--- config.mk ---
export PLATFORM = sky130hd
export DESIGN_NAME = connect4_batch_scheduler
export DESIGN_NICKNAME = d
export VERILOG_FILES = /design/src/rtl/connect4_batch_scheduler.sv
export SDC_FILE = /design/constraint.sdc
export NUM_CORES = 2
export LEC_CHECK = 0
export CELL_PAD_IN_SITES_DETAIL_PLACEMENT = 1
export CELL_PAD_IN_SITES_GLOBAL_PLACEMENT = 2
export CORE_UTILIZATION = 30
export DETAILED_ROUTE_END_ITERATION = 10
export MAX_ROUTING_LAYER = met4
export PLACE_DENSITY = 0.8
export SYNTH_ARGS = -nofsm -noshare
export SYNTH_HDL_FRONTEND = slang
export SYNTH_SLANG_ARGS = --single-unit
--- constraint.sdc ---
create_clock -name clk -period 3.6 [get_ports clk]
set_input_delay 0.54 -clock clk [delete_from_list [all_inputs] [get_ports clk]]
set_output_delay 0.54 -clock clk [all_outputs]
set_load 0.005 [all_outputs]
--- src/rtl/connect4_batch_scheduler.sv ---
// Batch sequencer between the SPI slave and the Connect-4 board evaluator.
// Receives a batch, evaluates each board in turn, returns the best score.
module connect4_batch_scheduler #(
    parameter int SPI_RST_CYCLES = 4,
    parameter int EVAL_TIMEOUT   = 4096,
    parameter int MAX_BOARDS     = 7
) (
    input  logic                     clk,
    input  logic                     reset,
    input  logic                     rpi_data_stable,
    input  logic [7:0]               is_max_or_min,
    input  logic [7:0]               batch_size,
    input  logic [88*MAX_BOARDS-1:0] batch,
    input  logic                     done_sending,
    output logic                     spi_reset,
    output logic                     receive_or_send_data,
    output logic [31:0]              evaluation,
    output logic                     evaluation_stable,
    output logic                     board_valid,
    input  logic                     board_ready,
    output logic [83:0]              board,
    output logic [2:0]               board_index,
    input  logic                     eval_valid,
    input  logic [31:0]              eval_value,
    output logic [2:0]               best_index,
    output logic                     busy,
    output logic                     batch_error
);

    localparam int BW = 88 * MAX_BOARDS;
    localparam int CW = $clog2(SPI_RST_CYCLES + 1);
    localparam int TW = $clog2(EVAL_TIMEOUT + 1);
    localparam logic [CW-1:0] CNT_LAST = CW'(SPI_RST_CYCLES - 1);
    localparam logic [TW-1:0] TMO_LAST = TW'(EVAL_TIMEOUT - 1);
    localparam logic [7:0]    SIZE_MAX = 8'(MAX_BOARDS);

    typedef enum logic [2:0] {
        RST_RX, RECEIVE, DISPATCH, WAIT_EVAL, RST_TX, SEND
    } state_t;

    state_t         state_q, state_d;
    logic [CW-1:0]  cnt_q, cnt_d;
    logic [TW-1:0]  timer_q, timer_d;
    logic [BW-1:0]  batch_q, batch_d;
    logic           mode_max_q, mode_max_d;
    logic [2:0]     n_q, n_d;
    logic [2:0]     k_q, k_d;
    logic [31:0]    best_q, best_d;
    logic [2:0]     best_idx_q, best_idx_d;
    logic           best_vld_q, best_vld_d;
    logic           spi_reset_q, spi_reset_d;
    logic           rxtx_q, rxtx_d;
    logic [31:0]    evaluation_q, evaluation_d;
    logic           eval_stable_q, eval_stable_d;
    logic           board_valid_q, board_valid_d;
    logic [83:0]    board_q, board_d;
    logic [2:0]     board_index_q, board_index_d;
    logic [2:0]     best_index_q, best_index_d;
    logic           busy_q, busy_d;
    logic           batch_error_q, batch_error_d;

    logic           go_tx;
    logic           advance;
    logic           better;
    logic [2:0]     k_nxt;
    logic           unused_mode_bits;

    assign unused_mode_bits = ^is_max_or_min[7:1];

    // Cells of slot k; the low 4 bits of each 88-bit slot are padding.
    function automatic logic [83:0] cells(input logic [BW-1:0] b,
                                          input logic [2:0] k);
        return b[88*int'(k)+4 +: 84];
    endfunction

    always_comb begin
        state_d       = state_q;
        cnt_d         = cnt_q;
        timer_d       = timer_q;
        batch_d       = batch_q;
        mode_max_d    = mode_max_q;
        n_d           = n_q;
        k_d           = k_q;
        best_d        = best_q;
        best_idx_d    = best_idx_q;
        best_vld_d    = best_vld_q;
        spi_reset_d   = spi_reset_q;
        rxtx_d        = rxtx_q;
        evaluation_d  = evaluation_q;
        eval_stable_d = eval_stable_q;
        board_valid_d = board_valid_q;
        board_d       = board_q;
        board_index_d = board_index_q;
        best_index_d  = best_index_q;
        batch_error_d = batch_error_q;
        go_tx         = 1'b0;
        advance       = 1'b0;
        better        = 1'b0;
        k_nxt         = k_q + 3'd1;

        unique case (state_q)
            RST_RX: begin
                rxtx_d        = 1'b1;
                batch_error_d = 1'b0;
                best_d        = '0;
                best_idx_d    = '0;
                best_vld_d    = 1'b0;
                k_d           = '0;
                if (cnt_q == CNT_LAST) begin
                    cnt_d       = '0;
                    spi_reset_d = 1'b1;
                    state_d     = RECEIVE;
                end else begin
                    cnt_d = cnt_q + 1'b1;
                end
            end
            RECEIVE: begin
                if (rpi_data_stable) begin
                    batch_d    = batch;
                    mode_max_d = is_max_or_min[0];
                    if (batch_size == 8'd0) begin
                        n_d           = '0;
                        batch_error_d = 1'b1;
                        go_tx         = 1'b1;
                    end else begin
                        if (batch_size > SIZE_MAX) begin
                            n_d           = SIZE_MAX[2:0];
                            batch_error_d = 1'b1;
                        end else begin
                            n_d = batch_size[2:0];
                        end
                        state_d       = DISPATCH;
                        board_valid_d = 1'b1;
                        board_d       = cells(batch, 3'd0);
                        board_index_d = '0;
                    end
                end
            end
            DISPATCH: begin
                if (board_ready) begin
                    board_valid_d = 1'b0;
                    timer_d       = '0;
                    state_d       = WAIT_EVAL;
                end
            end
            WAIT_EVAL: begin
                timer_d = timer_q + 1'b1;
                if (eval_valid) begin
                    advance = 1'b1;
                    better  = mode_max_q
                        ? ($signed(eval_value) > $signed(best_q))
                        : ($signed(eval_value) < $signed(best_q));
                    if (!best_vld_q || better) begin
                        best_d     = eval_value;
                        best_idx_d = k_q;
                        best_vld_d = 1'b1;
                    end
                end else if (timer_q == TMO_LAST) begin
                    advance       = 1'b1;
                    batch_error_d = 1'b1;
                end
                if (advance) begin
                    k_d = k_nxt;
                    if (k_nxt == n_q) begin
                        go_tx = 1'b1;
                    end else begin
                        state_d       = DISPATCH;
                        board_valid_d = 1'b1;
                        board_d       = cells(batch_q, k_nxt);
                        board_index_d = k_nxt;
                    end
                end
            end
            RST_TX: begin
                if (cnt_q == CNT_LAST) begin
                    cnt_d       = '0;
                    spi_reset_d = 1'b1;
                    state_d     = SEND;
                end else begin
                    cnt_d = cnt_q + 1'b1;
                end
            end
            SEND: begin
                // One settle cycle after SPI release before flagging data.
                if (!eval_stable_q) begin
                    eval_stable_d = 1'b1;
                end else if (done_sending) begin
                    eval_stable_d = 1'b0;
                    spi_reset_d   = 1'b0;
                    rxtx_d        = 1'b1;
                    cnt_d         = '0;
                    state_d       = RST_RX;
                end
            end
            default: state_d = RST_RX;
        endcase

        if (go_tx) begin
            state_d      = RST_TX;
            spi_reset_d  = 1'b0;
            rxtx_d       = 1'b0;
            cnt_d        = '0;
            evaluation_d = best_d;
            best_index_d = best_idx_d;
        end

        busy_d = (state_d != RECEIVE);
    end

    always_ff @(posedge clk or negedge reset) begin
        if (!reset) begin
            state_q       <= RST_RX;
            cnt_q         <= '0;
            timer_q       <= '0;
            batch_q       <= '0;
            mode_max_q    <= 1'b0;
            n_q           <= '0;
            k_q           <= '0;
            best_q        <= '0;
            best_idx_q    <= '0;
            best_vld_q    <= 1'b0;
            spi_reset_q   <= 1'b0;
            rxtx_q        <= 1'b1;
            evaluation_q  <= '0;
            eval_stable_q <= 1'b0;
            board_valid_q <= 1'b0;
            board_q       <= '0;
            board_index_q <= '0;
            best_index_q  <= '0;
            busy_q        <= 1'b1;
            batch_error_q <= 1'b0;
        end else begin
            state_q       <= state_d;
            cnt_q         <= cnt_d;
            timer_q       <= timer_d;
            batch_q       <= batch_d;
            mode_max_q    <= mode_max_d;
            n_q           <= n_d;
            k_q           <= k_d;
            best_q        <= best_d;
            best_idx_q    <= best_idx_d;
            best_vld_q    <= best_vld_d;
            spi_reset_q   <= spi_reset_d;
            rxtx_q        <= rxtx_d;
            evaluation_q  <= evaluation_d;
            eval_stable_q <= eval_stable_d;
            board_valid_q <= board_valid_d;
            board_q       <= board_d;
            board_index_q <= board_index_d;
            best_index_q  <= best_index_d;
            busy_q        <= busy_d;
            batch_error_q <= batch_error_d;
        end
    end

    assign spi_reset            = spi_reset_q;
    assign receive_or_send_data = rxtx_q;
    assign evaluation           = evaluation_q;
    assign evaluation_stable    = eval_stable_q;
    assign board_valid          = board_valid_q;
    assign board                = board_q;
    assign board_index          = board_index_q;
    assign best_index           = best_index_q;
    assign busy                 = busy_q;
    assign batch_error          = batch_error_q;

endmodule
==> impl_metrics.ini <==
[detailed_routing]
first_pass_iters = 5
drt-total-wl_um = 139300
drt.antenna.violating_nets = 0
dr_total_vias = 30910
initialDrtViolationCount = 1729
drcViolationCount = 0
viasPerCell = 4.876
routedWlPerCell_um = 21.98

[place]
dpl.cell_count = 6146
hpwl_um = 101000
place.gp.congestion = 0.8602
portBuffers = 762

[power]
p_comb_frac = 0.384
switching_share = 0.3673
max-vdd-ir-drop_v = 0.0004172
leakagePower_uw = 0.02283
p_total_uw = 39610
p_sw_uw = 14550
powerDensity_nw_per_um2 = 815.8
p_int_uw = 25060
p_clk_frac = 0.243
seq_power_share = 0.372

[cells_and_area]
fin_nets = 5411
drive_above_1_share = 0.09274
postLayoutCoreUtil = 0.4117
nFillCells = 13570
area_delta_synth_final_pct = 36.06
stdcell_count = 6339

[floorplanning]
fp.dieH_um = 346.9
die_area_um2 = 120300
start_util = 0.3026
die-width_um = 346.9
fp.coreArea_um2 = 117900
ioPinCount = 798
rows = 126

[timing]
drv_slew = 0
worstMarginPinSlew_ns = 0.9698
setup_viol = 0
whs_ns = 0.3810
skew_ns = 0.03281
final.period_utilization = 0.8146
relSlewSlack = 0.3535
hold_viol = 0
rsz0062_at_grt = no
fin_tns_setup_ns = 0
max_freq_mhz = 341.0
finalCriticalPeriod_ns = 2.933

[synth]
synth_xor_area_frac = 0.0009817
async_reset_ff_frac = 1.000
synth_seq_cells = 778
synth-simple-area-share = 0.2401
synth-compound-area-share = 0.08446
netlist_instances = 4016
synth_edf_count = 0
yosys-mux-area-fraction = 0.07980
ys_warn_count = 0
ys.flop_type = dfrtp_1
synth_area_per_cell_um2 = 8.886
synth_fa_ha_area_frac = 0.01227
yosysSeqAreaShare = 0.5456
synth_top_family_by_area = simple AND/OR/NAND/NOR gates
syn-num-nets = 4721
synth_area_um2 = 35690
synth.distinct_cells = 65

[run_status]
outcome = complete, no violations

[clock_tree]
clk_pin_slew_ns = 0.06
clock_sinks = 778
cts_resized = 0
cts_buffer_depth = 3
worstSkewPairLatency_ns = 0.68
root_buffer = clkbuf_16
tritoncts = done
htreeDepth = 3
cts-buffers-inserted = 93

[grt]
overflow = 0
grt_pass1_vias = 33110
grt_max_degree = 150
grt_pass1_wl_um = 210600
antenna_found_initial = 29
track_usage = 0.2373

[min_path]
hp-class = input port to flop

[worst_setup_path]
end_kind = flop
worstPathMaxFanout = 24
start_kind = flop
worstSetupPathType = flop to flop
arrival_ns = 3.47
crit_required_ns = 4.14

[run]
drv_cap = 0
per-layer routing:
layer | vias up | share of wire | global-route usage | wire length, um
li1 | 14510 | - | - | -
met1 | 15480 | 0.44 | 0.2980 | 60600
met2 | 751 | 0.48 | 0.3845 | 67180
met3 | 166 | 0.057 | 0.05116 | 7951
met4 | 0 | 0.026 | 0.06691 | 3574
met5 | - | 0 | - | 0
power by group through the flow:
stage                     registers (uW)  logic, uW  clock network, uW
after global routing               15200      17000              10200
final                              14800      15200               9640
after detailed placement           14900      15400                  0
after floorplan                    14200       9380                  0
after global placement             14700      15100                  0
after CTS                          14800      15500               9880
cells in the final DEF (no fill, tap or decap), types with 26 or more instances in the layout:
master and n:
nand3_1 49, a31oi_1 37, clkdlybuf4s50_1 761, a21oi_1 192, clkbuf_16 94, diode_2 26
mux2_2 84, nor2_1 223, mux4_2 84, buf_12 40, a22oi_1 85, dfrtp_1 775
inv_1 40, buf_4 57, ha_1 34, nand2_1 1922, o21ai_0 92
repair_timing:
item                      in CTS  in global routing
setup buffers                  0                  0
hold endpoints to repair      30                  0
hold buffers                   1                  0
flip-flops by register name, indices dropped and copies added (netlist names), 13 cells and up:
register    count
evaluation     32
batch_q       588
timer_q        13
best_q         32
board          84
worst max-delay path: stages, from the launching register on:
cell	delay (ns)
dfrtp_1	0.35
inv_1	0.06
ha_1	0.30
a21oi_1	0.16
nand2_1	0.07
a21oi_1	0.19
or4b_4	0.51
a2111o_1	0.44
o211a_1	0.23
buf_12	0.19
a31oi_1	0.19
a21oi_1	0.10
cell families (layout without fill, tap and decap cells):
kind of cell,after synthesis,count (layout)
buffers and inverters,305,1066
adders and majority gates,35,35
muxes,169,169
xor gates and xnor gates,4,4
AOI/OAI and AO/OA,492,492
DFF,778,778
and+or+nand+nor,2233,2233
other,0,26
synthesized netlist by cell type, drive strengths merged (4+ instances only):
library cell / n / area (um^2)
a211oi: 5 / 42.54
a21o: 5 / 37.54
a21oi: 192 / 960.9
a22oi: 85 / 638.1
a31oi: 37 / 231.5
and3: 4 / 30.03
buf: 43 / 320.3
clkbuf: 222 / 840.8
dfrtp: 776 / 19420
ha: 35 / 437.9
inv: 40 / 150.1
mux2: 84 / 945.9
mux4: 84 / 1892
nand2: 1924 / 7224
nand3: 50 / 262.8
nand4: 10 / 62.56
nor2: 224 / 840.8
nor3: 5 / 25.02
o211ai: 37 / 351.6
o21ai: 108 / 540.5
o31ai: 4 / 43.79
worst paths after layout:
| check | to | start | slack, ns | depth (start not counted) |
|---|---|---|---|---|
| max | evaluation[0]$_DFFE_PN0P_ | best_q[14]$_DFF_PN0_ | 0.67 | 11 |
| min | batch_q[215]$_DFFE_PN0P_ | batch[215] | 0.38 | 3 |
| max reg2reg | evaluation[0]$_DFFE_PN0P_ | best_q[14]$_DFF_PN0_ | 0.67 | 11 |
| min reg2reg | batch_q[556]$_DFFE_PN0P_ | batch_q[556]$_DFFE_PN0P_ | 0.47 | 2 |
| max in group asynchronous | evaluation[4]$_DFFE_PN0P_ | reset | 1.99 | 3 |
| min in group asynchronous | board[21]$_DFFE_PN0P_ | reset | 0.53 | 2 |
layout make-up:
type	count	area, um^2	area share
antenna	26	65.06	0.001340
multi-input combinational	2933	14960	0.3081
clock inverter	32	416.7	0.008581
inverter	40	150.1	0.003092
clock buffer	134	2693	0.05546
tap	1536	1922	0.03958
timing repair buffer	860	8871	0.1827
sequential	778	19470	0.4011
through the flow:
step	area (um^2)	setup WS, ns
final	48550	0.6673
after global routing	48550	0.4788
after floorplan	35690	0.8062
after CTS	48490	0.5971
after detailed placement	45370	0.06070
after global placement	45370	0.09868
Note: power is estimated with default switching activity, not from simulation.
